**src/rtl/hazard_pkg.sv**
```systemverilog
// ============================================================================
// Module : hazard_pkg
// Brief  : Shared types and constants for the pipeline hazard controller.
// Rev    : 1.0
// ============================================================================
`default_nettype none

package hazard_pkg;

  typedef enum logic [1:0] {
    S_IDLE     = 2'd0,
    S_MEM_WAIT = 2'd1,
    S_MD_WAIT  = 2'd2
  } state_t;

  localparam logic [1:0] FWD_RF = 2'b00;
  localparam logic [1:0] FWD_W  = 2'b01;
  localparam logic [1:0] FWD_M  = 2'b10;

endpackage

`default_nettype wire

```
**src/rtl/hazard_fwd.sv**
```systemverilog
// ============================================================================
// Module : hazard_fwd
// Brief  : Operand bypass select for one Execute source; Memory beats Writeback.
// Rev    : 1.0
// ============================================================================
`default_nettype none

module hazard_fwd
  import hazard_pkg::*;
#(
  parameter int ADDR_WIDTH = 5
) (
  input  logic [ADDR_WIDTH-1:0] RsE,
  input  logic [ADDR_WIDTH-1:0] RdM,
  input  logic                  RegWriteM,
  input  logic [ADDR_WIDTH-1:0] RdW,
  input  logic                  RegWriteW,
  output logic [1:0]            ForwardE
);

  logic w_hit_m;
  logic w_hit_w;

  // Register 0 is hard-wired, so a write to it never produces a bypass.
  assign w_hit_m = RegWriteM && (RdM != '0) && (RdM == RsE);
  assign w_hit_w = RegWriteW && (RdW != '0) && (RdW == RsE);

  always_comb begin
    ForwardE = FWD_RF;
    if (w_hit_m)      ForwardE = FWD_M;
    else if (w_hit_w) ForwardE = FWD_W;
  end

endmodule

`default_nettype wire

```
**src/rtl/hazard_ctrl.sv**
```systemverilog
// ============================================================================
// Module : hazard_ctrl
// Brief  : Stall/flush/forward control with memory-wait and mul/div-wait FSM.
// Rev    : 1.0
// ============================================================================
`default_nettype none

module hazard_ctrl
  import hazard_pkg::*;
#(
  parameter int ADDR_WIDTH = 5,
  parameter int CNT_WIDTH  = 16
) (
  input  logic                  clk,
  input  logic                  rst,
  input  logic [ADDR_WIDTH-1:0] Rs1D,
  input  logic [ADDR_WIDTH-1:0] Rs2D,
  input  logic [ADDR_WIDTH-1:0] Rs1E,
  input  logic [ADDR_WIDTH-1:0] Rs2E,
  input  logic [ADDR_WIDTH-1:0] RdE,
  input  logic [ADDR_WIDTH-1:0] RdM,
  input  logic [ADDR_WIDTH-1:0] RdW,
  input  logic                  RegWriteM,
  input  logic                  RegWriteW,
  input  logic                  LoadE,
  input  logic                  PCSrcE,
  input  logic                  MemReqM,
  input  logic                  MemAckM,
  input  logic                  MulDivE,
  input  logic                  MdDoneE,
  output logic                  StallF,
  output logic                  StallD,
  output logic                  StallE,
  output logic                  StallM,
  output logic                  FlushD,
  output logic                  FlushE,
  output logic                  FlushM,
  output logic                  FlushW,
  output logic [1:0]            ForwardAE,
  output logic [1:0]            ForwardBE,
  output logic                  MdGoE,
  output logic [CNT_WIDTH-1:0]  StallCount
);

  state_t               r_state;
  state_t               w_state_nxt;
  logic [CNT_WIDTH-1:0] r_stall_cnt;
  logic                 w_lw_stall;
  logic                 w_mem_stall;
  logic                 w_md_go;
  logic                 w_md_busy;

  hazard_fwd #(.ADDR_WIDTH(ADDR_WIDTH)) u_fwd_a (
    .RsE       (Rs1E),
    .RdM       (RdM),
    .RegWriteM (RegWriteM),
    .RdW       (RdW),
    .RegWriteW (RegWriteW),
    .ForwardE  (ForwardAE)
  );

  hazard_fwd #(.ADDR_WIDTH(ADDR_WIDTH)) u_fwd_b (
    .RsE       (Rs2E),
    .RdM       (RdM),
    .RegWriteM (RegWriteM),
    .RdW       (RdW),
    .RegWriteW (RegWriteW),
    .ForwardE  (ForwardBE)
  );

  assign w_lw_stall  = LoadE && (RdE != '0) && ((RdE == Rs1D) || (RdE == Rs2D)) && !PCSrcE;
  assign w_mem_stall = MemReqM && !MemAckM;

  // A start is only issued from IDLE once memory is not holding the pipe.
  assign w_md_go   = !rst && (r_state == S_IDLE) && MulDivE && !w_mem_stall;
  assign w_md_busy = w_md_go || ((r_state == S_MD_WAIT) && !MdDoneE);

  always_ff @(posedge clk) begin
    if (rst) begin
      r_state     <= S_IDLE;
      r_stall_cnt <= '0;
    end else begin
      r_state <= w_state_nxt;
      if (StallF && (r_stall_cnt != '1))
        r_stall_cnt <= r_stall_cnt + 1'b1;
    end
  end

  always_comb begin
    w_state_nxt = r_state;
    case (r_state)
      S_IDLE: begin
        if (w_mem_stall)  w_state_nxt = S_MEM_WAIT;
        else if (MulDivE) w_state_nxt = S_MD_WAIT;
      end
      S_MEM_WAIT: if (MemAckM) w_state_nxt = S_IDLE;
      S_MD_WAIT:  if (MdDoneE) w_state_nxt = S_IDLE;
      default:    w_state_nxt = S_IDLE;
    endcase
  end

  always_comb begin
    StallF = 1'b0;
    StallD = 1'b0;
    StallE = 1'b0;
    StallM = 1'b0;
    FlushD = 1'b0;
    FlushE = 1'b0;
    FlushM = 1'b0;
    FlushW = 1'b0;
    if (w_mem_stall) begin
      StallF = 1'b1;
      StallD = 1'b1;
      StallE = 1'b1;
      StallM = 1'b1;
      FlushW = 1'b1;
    end else if (w_md_busy) begin
      // Memory drains into a bubble while Execute holds the mul/div op.
      StallF = 1'b1;
      StallD = 1'b1;
      StallE = 1'b1;
      FlushM = 1'b1;
    end else begin
      StallF = w_lw_stall;
      StallD = w_lw_stall;
      FlushE = w_lw_stall || PCSrcE;
      FlushD = PCSrcE && !w_lw_stall;
    end
  end

  assign MdGoE      = w_md_go;
  assign StallCount = r_stall_cnt;

endmodule

`default_nettype wire

```
**config.mk**
```make
export PLATFORM = sky130hd
export DESIGN_NAME = hazard_ctrl
export DESIGN_NICKNAME = d
export VERILOG_FILES = /design/src/rtl/hazard_pkg.sv /design/src/rtl/hazard_fwd.sv /design/src/rtl/hazard_ctrl.sv
export SDC_FILE = /design/constraint.sdc
export NUM_CORES = 1
export LEC_CHECK = 0
export CORE_MARGIN = 1.5
export CORE_UTILIZATION = 50
export DETAILED_ROUTE_END_ITERATION = 6
export DONT_BUFFER_PORTS = 1
export SLEW_MARGIN = 20
export SYNTH_ARGS = -nofsm -noshare
export SYNTH_HDL_FRONTEND = slang
export SYNTH_SLANG_ARGS = --single-unit
```
**constraint.sdc**
```tcl
create_clock -name clk -period 2.6 [get_ports clk]
set_input_delay 0.13 -clock clk [delete_from_list [all_inputs] [get_ports clk]]
set_output_delay 0.13 -clock clk [all_outputs]
set_load 0.03 [all_outputs]
```
==> results of run 1 <==
==> worst paths after layout <==
path | startpoint | end | slack [ps] | cells after the start
worst min register to register | r_state[0] | r_state[1] | 520 | 1
worst max-delay path | StallCount[1] | StallCount[3] | 120 | 7
worst max register to register | StallCount[1] | StallCount[3] | 120 | 7
worst min-delay path | MulDivE | r_state[1] | 30 | 2
==> worst register-to-register path, cell delays in order, from the launching register on <==
cell and delay, ps:
dfxtp_1 460, ha_1 270, nand3_1 150, nor2_1 90, and3_1 280, or4_1 500, a21oi_1 150, dlygate4sd3_1 550
==> flip-flops by register name, indices dropped and copies added, names as in the netlist <==
| register | count |
|---|---|
| StallCount | 16 |
| r_state | 2 |
==> placed cells by master (no fill, tap or decap), types with 4 or more instances in the layout <==
cell | netlist | final
mux2_2 | 4 | 4
dlygate4sd3_1 | 0 | 7
xnor2_1 | 6 | 6
xor2_1 | 24 | 24
a21oi_1 | 12 | 12
buf_4 | 4 | 13
nand3_1 | 12 | 12
nor2b_1 | 4 | 4
o21ai_0 | 5 | 5
nor2_1 | 13 | 13
dfxtp_1 | 18 | 17
nor4_1 | 5 | 5
or4_1 | 14 | 14
o31ai_1 | 10 | 10
nand2_1 | 5 | 5
==> cell families after synthesis <==
logic type | after synthesis
flip-flops | 18
XOR/XNOR | 30
adder cells (fa/ha/maj) | 1
AND/OR/NAND/NOR | 70
buffers and inverters | 13
AO/OA/AOI/OAI | 33
multiplexers | 4
==> layout make-up <==
cell class	count	share of cell area [%]
multi-input cells	138	60.11
flip-flops and latches	18	23.48
repair buffers	20	10.89
well taps	30	2.437
clock buffers	4	2.356
inverters	3	0.7311
==> where the power goes <==
group          total, mW  internal (mW)  switching [mW]
clock network      0.181         0.0854          0.0957
logic              0.131         0.0546          0.0760
registers          0.295          0.282          0.0140
==> metrics by stage <==
stage	hold slack, ps	power, mW	utilization, %
after floorplan	202.4	0.4122	-
after global placement	202.5	0.4198	56.80
after detailed placement	203.1	0.4219	56.80
after CTS	20.53	0.6119	61.01
after global routing	44.03	0.6327	61.06
final	25.70	0.6072	61.06
==> per-layer routing <==
layer  vias to the layer above  part of all wire [%]  track usage, %
li1                        645                     -               -
met1                       595                    40           23.41
met3                         4                   8.0           6.989
met4                         0                  0.95           5.691
met5                         -                     0               0
met2                        53                    51           39.09
==> what timing repair did <==
| action | 4_1_cts | 5_1_grt |
|---|---|---|
| hold buffers | 7 | 0 |
| setup endpoints to repair | 0 | 4 |
| endpoints found under the hold margin | 14 | 0 |
| gates resized for setup | 0 | 1 |
==> impl_metrics.yaml, run 1 <==
worst_setup_path:
  worst_setup_path_end_kind: "flop"
  cpPeakStageDelay_ps: 550
  worstPathCellList: "ha_1, nand3_1, nor2_1, and3_1, or4_1, a21oi_1, dlygate4sd3_1"
  worstPathRequired_ps: 2850
  crit_family: "simple AND/OR/NAND/NOR gates"
  critPathSlowestCell: "dlygate4sd3_1"
  critPathKind: "flop to flop"
  critPathLaunchType: "flop"
  crit_buf_inv: 1
  crit_fanout: 10
  arrival_ps: 2730
synthesis:
  synth-seq-area-share_pct: 26.47
  async_flop_share_pct: 0
  muxShareOfSynthArea_pct: 3.309
  ys_warn_count: 0
  synth_nets: 215
  ys_seq_elements: 18
  syn-mean-instance-area_um2: 8.055
  yosysTopAreaCell: "dfxtp_1"
  synth_common_cells: "xor2_1 (24), dfxtp_1 (18), or4_1 (14)"
  synth_top_family_by_area: "simple AND/OR/NAND/NOR gates"
  synth_edf_count: 0
  synthFlopType: "dfxtp_1"
  synthAdderAreaFrac_pct: 0.9191
  synth.distinct_cells: 35
  synthTopCellsByArea: "dfxtp_1 (26%), xor2_1 (15%), or4_1 (7.7%)"
  synth_most_common_cell: "xor2_1"
  synth_compound_area_share_pct: 14.98
  synth-simple-area-share_pct: 29.50
  syn-instance-count: 169
  syn-cell-area_um2: 1361
  yosysTopAreaCellShare_pct: 26.47
  synth_xor_area_share_pct: 19.30
placement:
  placed_area_um2: 1433
  dp_cells: 202
  port_buffers: 0
  post-dp-hpwl_um: 2399
  place_congestion: 0.7711
  dp_slack_ps: 471.6
timing:
  worst_pin_slew_ps: 928.5
  fin_ws_ps: 119.1
  final.period_utilization_pct: 95.42
  hold_violations: 0
  clock.fmax_mhz: 403.1
  final_max_slew_viol_count: 0
  max_slew_margin_pct: 37.63
  period_minus_slack_ps: 2481
  rsz0062_at_grt: "no"
  finClkSkew_ps: 0.8061
  finalSetupTns_ps: 0
  setup_viol: 0
final_layout:
  fin_area_um2: 1540
  seqCellArea_um2: 361.6
  fill_cells: 236
  num_antenna_cells: 0
  nets: 230
  drive_above_1_share_pct: 12.57
  instances_no_fill: 213
  multi_input_area_um2: 925.9
  syn_to_final_growth_pct: 13.14
die:
  io-pin-count: 74
  die_y_um: 55.18
  dieArea_um2: 3045
  die_x_um: 55.18
  coreArea_um2: 2522
  start_util_pct: 53.97
  rows: 18
grt:
  grt_max_degree: 18
  overflow: 0
  grt_pass1_wl_um: 4774
  grt.total_usage_pct: 21.34
  grt_pass1_vias: 1249
  antenna_found_initial: 0
clock_tree:
  cts_sinks: 18
  cts.root.buffer_cell: "clkbuf_4"
  clk_latency_ps: 300
  htreeDepth: 1
  clk_pin_slew_ps: 110
  cts_setup_buffers: 0
  cts_tree: "built"
  clk_path_buf_depth: 2
  cts_made_buffers: 3
drt:
  drc: 0
  viasPerCell: 6.089
  firstDrtPassIters: 4
  wl_per_cell_um: 14.38
  drt_iter0_drc: 16
  wl_um: 3063
  antenna_left: 0
  vias: 1297
hold_path:
  worstHoldPathType: "primary input to flop"
run:
  maxCapViolations: 0
run_status:
  outcome: "finished, final reports clean"
pwr:
  cellPowerDensity_nw_per_um2: 394.3
  p_leak_nw: 0.5692
  ir_drop_uv: 424.7
(Power assumes the default switching activity.)
==> run 2: changes to the inputs <==
- REMOVE_ABC_BUFFERS: default -> 1
==> run 2 against run 1 <==
  * Setup slack improved by 300 ps
  * Final cell count down 1.9%
  * Utilization decreased by 1.6 points
  * Sequential share of layout area up 0.56 points
  * Clock-buffer cell count unchanged
  * Global-route usage rose by 0.82 points
  * Via count is 0.46% lower
  * Critical path depth did not move
  * Die area is the same
  * Critical path type unchanged
==> impl_metrics.yaml, run 2 (same netlist as run 1, synthesis figures left out) <==
clock_tree:
  cts.root.buffer_cell: "clkbuf_4"
  clk_path_buf_depth: 2
  clk_latency_ps: 290
  htreeDepth: 1
  clk_pin_slew_ps: 110
  cts_made_buffers: 3
  cts_setup_buffers: 0
  cts_tree: "built"
  cts_sinks: 18
timing:
  final_max_slew_viol_count: 0
  max_slew_margin_pct: 39.79
  setup_viol: 0
  hold_violations: 0
  worst_pin_slew_ps: 896.2
  hold_ws_ps: 33.03
  finClkSkew_ps: 1.232
  rsz0062_at_grt: "no"
  period_minus_slack_ps: 2177
  clock.fmax_mhz: 459.3
  final.period_utilization_pct: 83.73
  finalSetupTns_ps: 0
final_layout:
  largest_register_ffs: 16
  finish.utilization_pct: 59.42
  syn_to_final_growth_pct: 10.11
  layout_common_cells: "xor2_1 (24), dfxtp_1 (18), or4_1 (14), nor2_1 (13), buf_4 (13)"
  num_antenna_cells: 0
  final_common_cell: "xor2_1"
  multi_input_area_um2: 925.9
  drive_above_1_share_pct: 12.29
  seqCellArea_um2: 360.3
  fill_cells: 246
  nets: 226
die:
  start_util_pct: 53.97
  coreArea_um2: 2522
  io-pin-count: 74
  dieArea_um2: 3045
  die_x_um: 55.18
  rows: 18
  die_y_um: 55.18
drt:
  antenna_left: 0
  drc: 0
  vias: 1291
  drt_iter0_drc: 9
  wl_per_cell_um: 14.86
  viasPerCell: 6.177
  firstDrtPassIters: 4
  wl_um: 3105
worst_setup_path:
  r2r-end: "StallCount[15]"
  critPathKind: "flop to flop"
  arrival_ps: 2400
  reg2reg_from: "StallCount[0]"
  worstPathRequired_ps: 2820
  r2r_cells: 7
  critPathLaunch: "StallCount[0]"
  reg2reg_slack_ps: 420
  worst_setup_path_end_kind: "flop"
  critPathLaunchType: "flop"
  crit_fanout: 15
pwr:
  p_leak_nw: 0.5426
  ir_drop_uv: 324.8
  cellPowerDensity_nw_per_um2: 397.0
  power_uw: 595.0
run_status:
  outcome: "finished, final reports clean"
grt:
  grt_max_degree: 16
  grt_pass1_wl_um: 4823
  antenna_found_initial: 0
  grt_pass1_vias: 1190
  overflow: 0
  grt.total_usage_pct: 22.17
placement:
  place_congestion: 0.7622
  port_buffers: 0
  post-dp-hpwl_um: 2444
hold_path:
  hold_path_startpoint: "MulDivE"
  worstHoldEndpoint: "r_state[1]"
  worstHoldPathType: "primary input to flop"
  hold_depth: 2
run:
  maxCapViolations: 0
[run 2: cell count changes in the layout (fill, tap and decap cells not counted), sizes merged]
cell,delta
dlygate4sd3,-4
[run 2: worst max path at each step]
stage | to | cells past startpoint
after floorplan | StallCount[2] | 6
after global placement | StallCount[11] | 7
after detailed placement | StallCount[12] | 7
after CTS | StallCount[10] | 7
after global routing | StallCount[10] | 7
final | StallCount[15] | 7
[run 2: layout make-up]
type                            instances  share of cell area, %
Timing Repair Buffer                   16                  8.514
Inverter                                3                 0.7513
Sequential cell                        18                  24.04
Tap cell                               30                  2.504
Multi-Input combinational cell        138                  61.77
Clock buffer                            4                  2.421
[run 2: worst max-delay path: stages (launching register included)]
cell     delay [ps]
dfxtp_1         470
ha_1            290
nand3_1         160
nor2_1           80
and3_1          280
buf_4           220
or4_1           470
a21oi_1         140
[run 2: power by group]
group          leakage [nW]  switching, mW  internal, mW
clock                0.0210         0.0874        0.0852
combinational         0.376         0.0768        0.0509
sequential            0.146         0.0137         0.281
total                 0.543          0.178         0.417
[run 2: through the flow]
stage                     instance area, um2  setup slack, ps  cells
after floorplan                         1297            217.3    159
after global placement                  1433            515.5    202
after detailed placement                1433            467.8    202
after CTS                               1499            430.2    209
after global routing                    1499            267.1    209
final                                   1499            423.0    209
[run 2: what timing repair did]
item / 4_1_cts / 5_1_grt
hold endpoints to repair: 14 / 0
hold buffers: 3 / 0
resized for setup: 0 / 0
[run 2: metal layers]
metal / share of wire, % / GRT usage (%) / vias to the layer above
li1: - / - / 642
met1: 40 / 24.67 / 599
met2: 52 / 39.88 / 48
met3: 7.4 / 5.914 / 2
met4: 1.1 / 8.537 / 0
met5: 0 / 0 / -
==> run 3: changes to the inputs <==
- PLACE_DENSITY: default -> 0.68
- clock period: 2.6 -> 1.8 ns (I/O delays scaled with it)
==> run 3 against run 2 <==
  * The run now ends with hold timing, setup timing left
  * Design area increased by 28%
  * Critical endpoint is now StallCount[12]
  * Worst hold slack got worse by 210 ps
  * Global-route usage increased by 1.8 points
  * Non-clock buffer count increased by 30
  * Combinational power increased by 110%
  * Utilization increased by 17 points
  * Sequential share of layout area decreased by 4.9 points
  * Largest power group unchanged
  * Sequential power increased by 40%
  * Wire length increased by 25%
  * Via count increased by 15%
  * Critical path depth unchanged
==> impl_metrics.yaml, run 3 (same netlist as run 1, synthesis figures left out) <==
hold_path:
  worstHoldPathType: "primary input to flop"
  hold_depth: 1
pwr:
  p_leak_nw: 0.7233
  pwr-share-comb_pct: 28.4
  cellPowerDensity_nw_per_um2: 490.0
  p_switching_uw: 288.1
  ir_drop_uv: 334.8
  power_frac_seq_pct: 44.0
  power_uw: 939.2
  p_int_uw: 651.0
  clkPwrFrac_pct: 27.6
  p_sw_share_pct: 30.68
worst_setup_path:
  crit_family: "simple AND/OR/NAND/NOR gates"
  worst_setup_path_end_kind: "flop"
  cpPeakStageDelay_ps: 470
  path_depth: 7
  arrival_ps: 2080
  critPathLaunchType: "flop"
  critPathSlowestCell: "or4_1"
  crit_buf_inv: 1
  crit_fanout: 8
  worstPathRequired_ps: 2050
  worstPathCellList: "and4_1, and3_4, and3_4, and3_4, buf_6, or4_1, a21oi_1"
  r2r_cells: 7
  critPathMostFrequentCell: "and3_4"
  critPathKind: "flop to flop"
die:
  coreArea_um2: 2522
  dieArea_um2: 3045
  die_y_um: 55.18
  start_util_pct: 53.97
  die_x_um: 55.18
  rows: 18
  io-pin-count: 74
grt:
  grt.total_usage_pct: 24.00
  overflow: 0
  grt_max_degree: 27
  antenna_found_initial: 0
  grt_pass1_vias: 1272
  grt_pass1_wl_um: 5175
timing:
  fin_ws_ps: -29.95
  clock.fmax_mhz: 546.5
  final_max_slew_viol_count: 0
  setup_viol: 1
  final.period_utilization_pct: 101.7
  max_slew_margin_pct: 75.58
  finalSetupTns_ps: -29.95
  hold_violations: 12
  hold_ws_ps: -180.0
  finClkSkew_ps: 1.685
  worst_pin_slew_ps: 362.9
  rsz0062_at_grt: "yes"
  period_minus_slack_ps: 1830
run:
  maxCapViolations: 0
clock_tree:
  cts_sinks: 18
  cts_tree: "built"
  clk_path_buf_depth: 2
  clk_latency_ps: 310
  clk_pin_slew_ps: 100
  cts.root.buffer_cell: "clkbuf_4"
  cts_hold_buf: 3
  htreeDepth: 1
  cts_made_buffers: 3
drt:
  drc: 0
  vias: 1479
  wl_um: 3880
  wl_per_cell_um: 16.23
  firstDrtPassIters: 4
  antenna_left: 0
  viasPerCell: 6.188
  drt_iter0_drc: 17
placement:
  place_congestion: 0.7280
  post-dp-hpwl_um: 2784
  dp_slack_ps: -213.1
  placed_area_um2: 1618
  port_buffers: 0
final_layout:
  fill_cells: 179
  largest_register_ffs: 16
  final_common_cell: "buf_4"
  num_antenna_cells: 0
  fin_area_um2: 1917
  drive_above_1_share_pct: 38.76
  layout_common_cells: "buf_4 (35), xor2_1 (24), dfxtp_1 (13), nand3_1 (11), o31ai_1 (10)"
  nets: 256
  syn_to_final_growth_pct: 40.81
run_status:
  outcome: "finished, violations left"
  violations: "hold timing, setup timing"
==> run 3: per-stage QoR <==
stage,utilization [%],cells
2_1_floorplan,-,159
3_3_place_gp,64.14,225
3_5_place_dp,64.14,225
4_1_cts,69.94,234
5_1_grt,75.99,239
6_report,75.99,239
==> run 3: power by group through the flow <==
| stage | logic [mW] | clock network (mW) | registers (mW) |
|---|---|---|---|
| finish | 0.267 | 0.259 | 0.413 |
| global route | 0.286 | 0.280 | 0.414 |
| CTS | 0.232 | 0.263 | 0.412 |
| detailed placement | 0.221 | 0 | 0.420 |
| global placement | 0.212 | 0 | 0.420 |
| floorplan | 0.144 | 0 | 0.432 |
==> run 3: repair_timing <==
item / in CTS / in global routing
setup endpoints to repair: 15 / 16
pin swaps: 12 / 16
endpoints found under the hold margin: 14 / 12
cloned: 0 / 1
setup buffers: 2 / 4
gates resized for setup: 19 / 25
==> run 3: path summary, 6_finish.rpt <==
check / to / slack, ps / start
setup / recovery: StallCount[12] / -30 / StallCount[10]
hold / removal: StallCount[10] / -180 / rst
hold reg to reg: StallCount[11] / 660 / StallCount[11]
setup reg to reg: StallCount[12] / -30 / StallCount[10]
==> run 3: final cells by class <==
type,count,area [um2],share of cell area (%)
flip-flops and latches,18,366.6,19.13
well taps,30,37.54,1.958
clock buffers,4,36.28,1.893
inverters,3,15.01,0.7833
multi-input cells,138,1052,54.90
repair buffers,46,409.1,21.34
==> run 3: metal layers <==
metal  GRT usage, %  part of all wire [%]  up-vias
met4          8.537                   2.2        0
met5              0                     0        -
met3          5.376                   8.9        9
met1          24.63                    35      683
li1               -                     -      704
met2          46.83                    54       83
